## src/rtl/fifo_stream_reader.sv

```systemverilog
`default_nettype none
// ============================================================================
// Module   : fifo_stream_reader
// Purpose  : Drains a show-ahead FIFO (empty/pop/data) and presents its
//            entries as a valid/ready stream. A two-entry registered output
//            stage (head + skid) keeps downstream ready_i out of the pop
//            path. An optional beat counter flags every BURST_LEN-th
//            accepted beat with last_o.
// Options  : FIFO_STREAM_READER_LAST_EN - when defined, the beat counter
//            and last_o generation are built; otherwise last_o is tied low.
// Ports    : clk_i        in   clock, rising-edge
//            rst_ni       in   asynchronous active-low reset
//            flush_i      in   synchronous clear of output stage + counter
//            fifo_empty_i in   FIFO empty flag
//            fifo_data_i  in   FIFO head entry (valid when !fifo_empty_i)
//            fifo_pop_o   out  pop the FIFO head this cycle
//            valid_o      out  stream valid
//            ready_i      in   stream ready
//            data_o       out  stream payload
//            last_o       out  final beat of the current burst
// Revision : 1.0 - initial release
// ============================================================================
module fifo_stream_reader #(
  parameter int unsigned BURST_LEN = 4,
  parameter type         dtype     = logic [31:0],
  parameter int unsigned CNT_WIDTH = (BURST_LEN > 1) ? $clog2(BURST_LEN) : 1
) (
  input  logic clk_i,
  input  logic rst_ni,
  input  logic flush_i,
  input  logic fifo_empty_i,
  input  dtype fifo_data_i,
  output logic fifo_pop_o,
  output logic valid_o,
  input  logic ready_i,
  output dtype data_o,
  output logic last_o
);

  // Occupancy of the output stage; the encoding doubles as the entry count.
  typedef enum logic [1:0] {
    S_EMPTY = 2'd0,
    S_ONE   = 2'd1,
    S_FULL  = 2'd2
  } state_t;

  state_t state_q, state_d;
  dtype   head_q, head_d;
  dtype   skid_q, skid_d;

  logic   pop;
  logic   fire;

  // Pop depends only on registered occupancy, the FIFO flag and flush; ready_i
  // is deliberately absent so no combinational path runs back into the FIFO.
  assign pop        = !fifo_empty_i && (state_q != S_FULL) && !flush_i;
  assign fifo_pop_o = pop;

  assign valid_o = (state_q != S_EMPTY);
  assign data_o  = head_q;
  assign fire    = valid_o && ready_i;

  always_comb begin
    state_d = state_q;
    head_d  = head_q;
    skid_d  = skid_q;
    if (flush_i) begin
      // Buffered entries are simply abandoned; payload registers keep their
      // stale contents, which are invisible while valid_o is low.
      state_d = S_EMPTY;
    end else begin
      case (state_q)
        S_EMPTY: begin
          if (pop) begin
            head_d  = fifo_data_i;
            state_d = S_ONE;
          end
        end
        S_ONE: begin
          if (pop && fire) begin
            // Steady-state streaming: replace the departing head in place.
            head_d = fifo_data_i;
          end else if (pop) begin
            skid_d  = fifo_data_i;
            state_d = S_FULL;
          end else if (fire) begin
            state_d = S_EMPTY;
          end
        end
        S_FULL: begin
          // No pop can happen here, so only a departure changes anything.
          if (fire) begin
            head_d  = skid_q;
            state_d = S_ONE;
          end
        end
        default: begin
          state_d = S_EMPTY;
        end
      endcase
    end
  end

  always_ff @(posedge clk_i or negedge rst_ni) begin
    if (!rst_ni) begin
      state_q <= S_EMPTY;
      head_q  <= '0;
      skid_q  <= '0;
    end else begin
      state_q <= state_d;
      head_q  <= head_d;
      skid_q  <= skid_d;
    end
  end

`ifdef FIFO_STREAM_READER_LAST_EN
  localparam logic [CNT_WIDTH-1:0] CNT_MAX = CNT_WIDTH'(BURST_LEN - 1);

  logic [CNT_WIDTH-1:0] cnt_q, cnt_d;

  // Counts accepted beats within the burst. A beat accepted during a flush
  // still reaches downstream but does not advance the burst position.
  always_comb begin
    cnt_d = cnt_q;
    if (flush_i) begin
      cnt_d = '0;
    end else if (fire) begin
      cnt_d = (cnt_q == CNT_MAX) ? '0 : cnt_q + CNT_WIDTH'(1);
    end
  end

  always_ff @(posedge clk_i or negedge rst_ni) begin
    if (!rst_ni) begin
      cnt_q <= '0;
    end else begin
      cnt_q <= cnt_d;
    end
  end

  assign last_o = valid_o && (cnt_q == CNT_MAX);
`else
  // Burst tracking disabled: the sizing parameters are kept for interface
  // compatibility and only folded into a sink here.
  logic [CNT_WIDTH-1:0] unused_cnt_max;
  assign unused_cnt_max = CNT_WIDTH'(BURST_LEN - 1);

  assign last_o = 1'b0;
`endif

endmodule
`default_nettype wire

```

## config.mk

```make
export PLATFORM = sky130hd
export DESIGN_NAME = fifo_stream_reader
export DESIGN_NICKNAME = d
export VERILOG_FILES = /design/src/rtl/fifo_stream_reader.sv
export SDC_FILE = /design/constraint.sdc
export NUM_CORES = 1
export LEC_CHECK = 0
export ABC_AREA = 1
export CAP_MARGIN = 10
export CORE_MARGIN = 1.5
export CORE_UTILIZATION = 45
export CTS_CLUSTER_SIZE = 10
export DETAILED_ROUTE_END_ITERATION = 7
export PLACE_DENSITY = 0.74
export SYNTH_ARGS = -nofsm -noshare
export SYNTH_HDL_FRONTEND = slang
export SYNTH_SLANG_ARGS = --single-unit
export TNS_END_PERCENT = 1
```

## constraint.sdc

```tcl
create_clock -name clk_i -period 2.06 [get_ports clk_i]
set_clock_uncertainty 0.05 [all_clocks]
set_input_delay 0.412 -clock clk_i [delete_from_list [all_inputs] [get_ports clk_i]]
set_output_delay 0.412 -clock clk_i [all_outputs]
set_load 0.02 [all_outputs]
```

# Word-level counts from Yosys, hierarchy flattened
# Index checks and enable logic that the tools add are counted.
[classes] eq_ne=10 n_mux=11 n_bitwise=2 n_reduce_logical=12
[op_table] op="32-bit 2-to-1 mux" count=3
[op_table] op="32-bit one-hot mux with 3 select lines" count=1
[op_table] op="2-bit 2-to-1 mux" count=6
[op_table] op="3-bit != test (second input constant)" count=3
[op_table] op="2-bit != test (second input constant)" count=4
[op_table] op="4-bit AND reduction" count=2
[op_table] op="2-bit one-hot mux with 3 select lines" count=1
[op_table] op="5-bit AND reduction" count=1
[op_table] op="1-bit logical AND" count=4
[op_table] op="4-bit != test (second input constant)" count=1
[op_table] op="3-bit nonzero test" count=1
[op_table] op="2-bit by 1-bit == test with 1-bit output (second input constant)" count=1
[op_table] op="2-bit == test (second input constant)" count=1
[op_table] op="1-bit logical NOT" count=2
[op_table] op="2-bit logical NOT" count=1
[op_table] op="1-bit inverter" count=2
[op_table] op="2-bit nonzero test" count=1
[word_totals] register_bits=66 elab_cells=38

# Depth between registers and ports, before layout
[depth] depth_word=7 depth_mapped=9

# Least setup slack after synthesis
# OpenSTA, ideal clock, no wires.
[synth_path] path_type="register -> output" start="register state_q[1]" end="output port fifo_pop_o" arrival_time_ps=1117 t_required_ps=1598 setup_slack_ps=481 stages_incl_launch_ff=5 n_path_buf=2 cell_sequence="dfrtp_1 > buf_4 > nand2_2 > clkbuf_1 > and2_1"
[synth_between] elab_chain_len=3
[synth_rtl] element="from (decl)" line="47" text="state_t state_q, state_d;"
[synth_rtl] element="from (signal assigned)" line="110" text="state_q <= state_d;"
[synth_rtl] element="2-bit != test" line="56" text="assign pop = !fifo_empty_i && (state_q != S_FULL) && !flush_i;"
[synth_rtl] element="1-bit logical AND (2 in series)" line="56"
[synth_rtl] element="to (decl)" line="33" text="output logic fifo_pop_o,"
# No other way between the ends.

# Worst setup path in the final report
[layout_path] start="input port fifo_empty_i" end="output port fifo_pop_o"
[layout_between] elab_chain_len=3
[layout_rtl] element="from (decl)" line="31" text="input logic fifo_empty_i,"
[layout_rtl] element="1-bit logical NOT" line="56"
[layout_rtl] element="1-bit logical AND (2 in series)" line="56"
# No other way between the ends.

==> flow_summary.yaml <==
cells_and_area:
  fillCellCount: 598
  final_common_cell: "nand2_1"
  drive_gt1_frac: 0.118
  diodes: 0
  final_design_area_no_fill_um2: 4120
  mostFrequentLayoutCells: "112 x nand2_1, 67 x clkdlybuf4s50_1, 66 x dfrtp_1, 39 x nand3_1, 35 x inv_1"
  seqCellArea_um2: 1650
  multi_input_area_um2: 1170
  nets: 491
  area_delta_synth_final_pct: 31.4
power:
  swShare: 0.296
  cell_internal_pwr_uw: 2900
  power_leakage_uw: 0.00213
  peakVddDrop_mv: 0.438
  combPwrFrac: 0.280
  p_per_area_nw_per_um2: 1000
  finalPower_uw: 4120
  power.net_switching_uw: 1220
  seq_power_share: 0.427
  p_clk_frac: 0.293
place:
  placed_cell_area_um2: 3900
  hpwl_um: 4460
  io_buffers: 70
  gp_congestion: 0.839
sta:
  finalHoldViolations: 0
  period_needed_ps: 1930
  setup_viol: 0
  relSlewSlack: 0.651
  max_freq_mhz: 517
  min_period_over_period: 0.939
  rsz0062_at_grt: "false"
  maxSlewViolCount: 0
  tightest_slew_ps: 523
  setup_tns_ps: 0
  hold_slack_ps: 24.4
worst_setup_path:
  r2r_slack_ps: 220
  cp_cell_sequence: "clkdlybuf4s50_1 > nor2_1 > and2_1 > dlygate4sd2_1"
  crit_buf_inv: 2
  path_max_fanout: 2
  crit_path_start_kind: "input port"
  cp-end-kind: "output pin"
  critical_path_required_ps: 1600
  cp_data_arrival_time_ps: 1470
  slowest_stage: "clkdlybuf4s50_1"
  reg2reg_to: "data_o[6]"
  crit_family: "buffers and inverters"
  critPathKind: "input port to output pin"
  r2r-start: "state_q[0]"
  r2r_cells: 9
  slowest_delay_ps: 420
route:
  drtAntennaViolNets: 0
  drt_iter0_markers: 131
  firstDrtPassIters: 4
  drc_errors: 0
  wl_per_cell_um: 12.0
  vias: 2605
  drt-total-wl_um: 6450
  vias_per_cell: 4.84
synth:
  synth_seq_cells: 66
  yosysWarnings: 0
  synthesis.area_um2: 3130
  synth.avg_cell_area_um2: 8.24
  synth_nets: 417
  synth_top_area_frac: 0.527
  ys_seq_area_frac: 0.527
  synth_cell_types: 19
  synth_area_leader_cell: "dfrtp_1"
  synth_cells: 380
  ys_top_cells_by_area: "dfrtp_1 53%, nand2_1 13%, nand3_1 6.4%, o21ai_0 4.6%, a21oi_2 4.5%"
floorplanning:
  die_h_um: 86.4
  start_util: 0.464
  die_area_um2: 7470
  rows: 30
  ioPinCount: 72
  chipWidth_um: 86.4
  core-area_um2: 6760
cts:
  root_buffer: "clkbuf_8"
  clock_path_buffers: 2
  cts_made_buffers: 9
  cts_sinks: 66
  cts_tree: "done"
  htreeDepth: 3
  clk_pin_slew_ps: 70
  clock_latency_ps: 330
  cts_hold_buf: 0
grt:
  antenna_found_initial: 0
  grt_max_degree: 63
  gr-usage-all-layers: 0.195
  grt.overflow.total: 0
  first_global_vias: 2504
  grt_pass1_wl_um: 11300
run:
  drv_cap: 0
run_status:
  status: "complete, no violations"
hold_path:
  hp-class: "input port to async pin"
[synthesized netlist by cell type (all sizes together)]
| cell type | instances |
|---|---|
| nand2 | 114 |
| dfrtp | 66 |
| nand3 | 40 |
| inv | 36 |
| nor2 | 32 |
| o21ai | 32 |
| a21oi | 31 |
| buf | 21 |
| clkbuf | 4 |
| nand4 | 2 |
| and2 | 1 |
| conb | 1 |
[power groups by stage]
stage	clock network (µW)	logic, µW	registers (µW)
final	1210	1150	1760
after global routing	1290	1290	1800
after CTS	1230	1170	1760
after detailed placement	0	1170	1780
after global placement	0	1140	1770
after floorplan	0	479	1940
[worst max path at each step]
| stage | startpoint | to | slack (ps) | depth (start not counted) |
|---|---|---|---|---|
| 2_1_floorplan | state_q[1] | fifo_pop_o | 480 | 4 |
| 3_3_place_gp | fifo_empty_i | fifo_pop_o | -150 | 4 |
| 3_5_place_dp | fifo_empty_i | fifo_pop_o | -170 | 4 |
| 4_1_cts | fifo_empty_i | fifo_pop_o | 110 | 4 |
| 5_1_grt | state_q[0] | data_o[8] | 10 | 9 |
| 6_report | fifo_empty_i | fifo_pop_o | 130 | 4 |
[cell families (layout without fill, tap and decap cells)]
| group | count (synthesis) | count (layout) | share of synthesized area |
|---|---|---|---|
| AOI/OAI and AO/OA | 63 | 63 | 0.120 |
| buffers and inverters | 61 | 139 | 0.101 |
| DFF | 66 | 66 | 0.527 |
| other | 1 | 1 | 0.00120 |
| and+or+nand+nor | 189 | 189 | 0.251 |
[final cells by class]
cell class,instances,area share
tap,80,0.0243
timing repair buffer,88,0.204
clock inverter,2,0.0146
multi-input combinational,253,0.284
inverter,36,0.0328
clock buffer,13,0.0386
sequential,66,0.401
[worst reg2reg max path, cell delays in order (launching register included)]
cell     delay (ps)
dfrtp_1         380
inv_2            50
nand2_2          50
buf_4           440
nand3_1         130
nand2_1         190
nand2_2          80
buf_4           210
nand2_1          90
nand2_1          50
[through the flow]
stage | setup WS [ps] | util | cells
detailed placement | -167 | 0.577 | 523
global placement | -153 | 0.577 | 523
finish | 126 | 0.609 | 538
floorplan | 481 | - | 380
global route | 13.7 | 0.609 | 538
CTS | 105 | 0.609 | 538
[metal layers]
metal | up-vias | part of all wire | track usage
li1 | 1341 | - | -
met1 | 1185 | 0.47 | 0.252
met2 | 64 | 0.46 | 0.316
met3 | 15 | 0.040 | 0.0305
met4 | 0 | 0.029 | 0.106
met5 | - | 0 | 0
[sequential cells by signal, indices dropped and copies added, names as in the netlist]
register and cells:
skid_q 32, state_q 2, data_o 32
[repair_timing]
item                                    in CTS  in global routing
buffers inserted                             0                  0
endpoints found under the setup margin       2                  0
hold endpoints to repair                     0                  0
resized for setup                            2                  0
No activity file was read; power rests on OpenSTA's default activity.
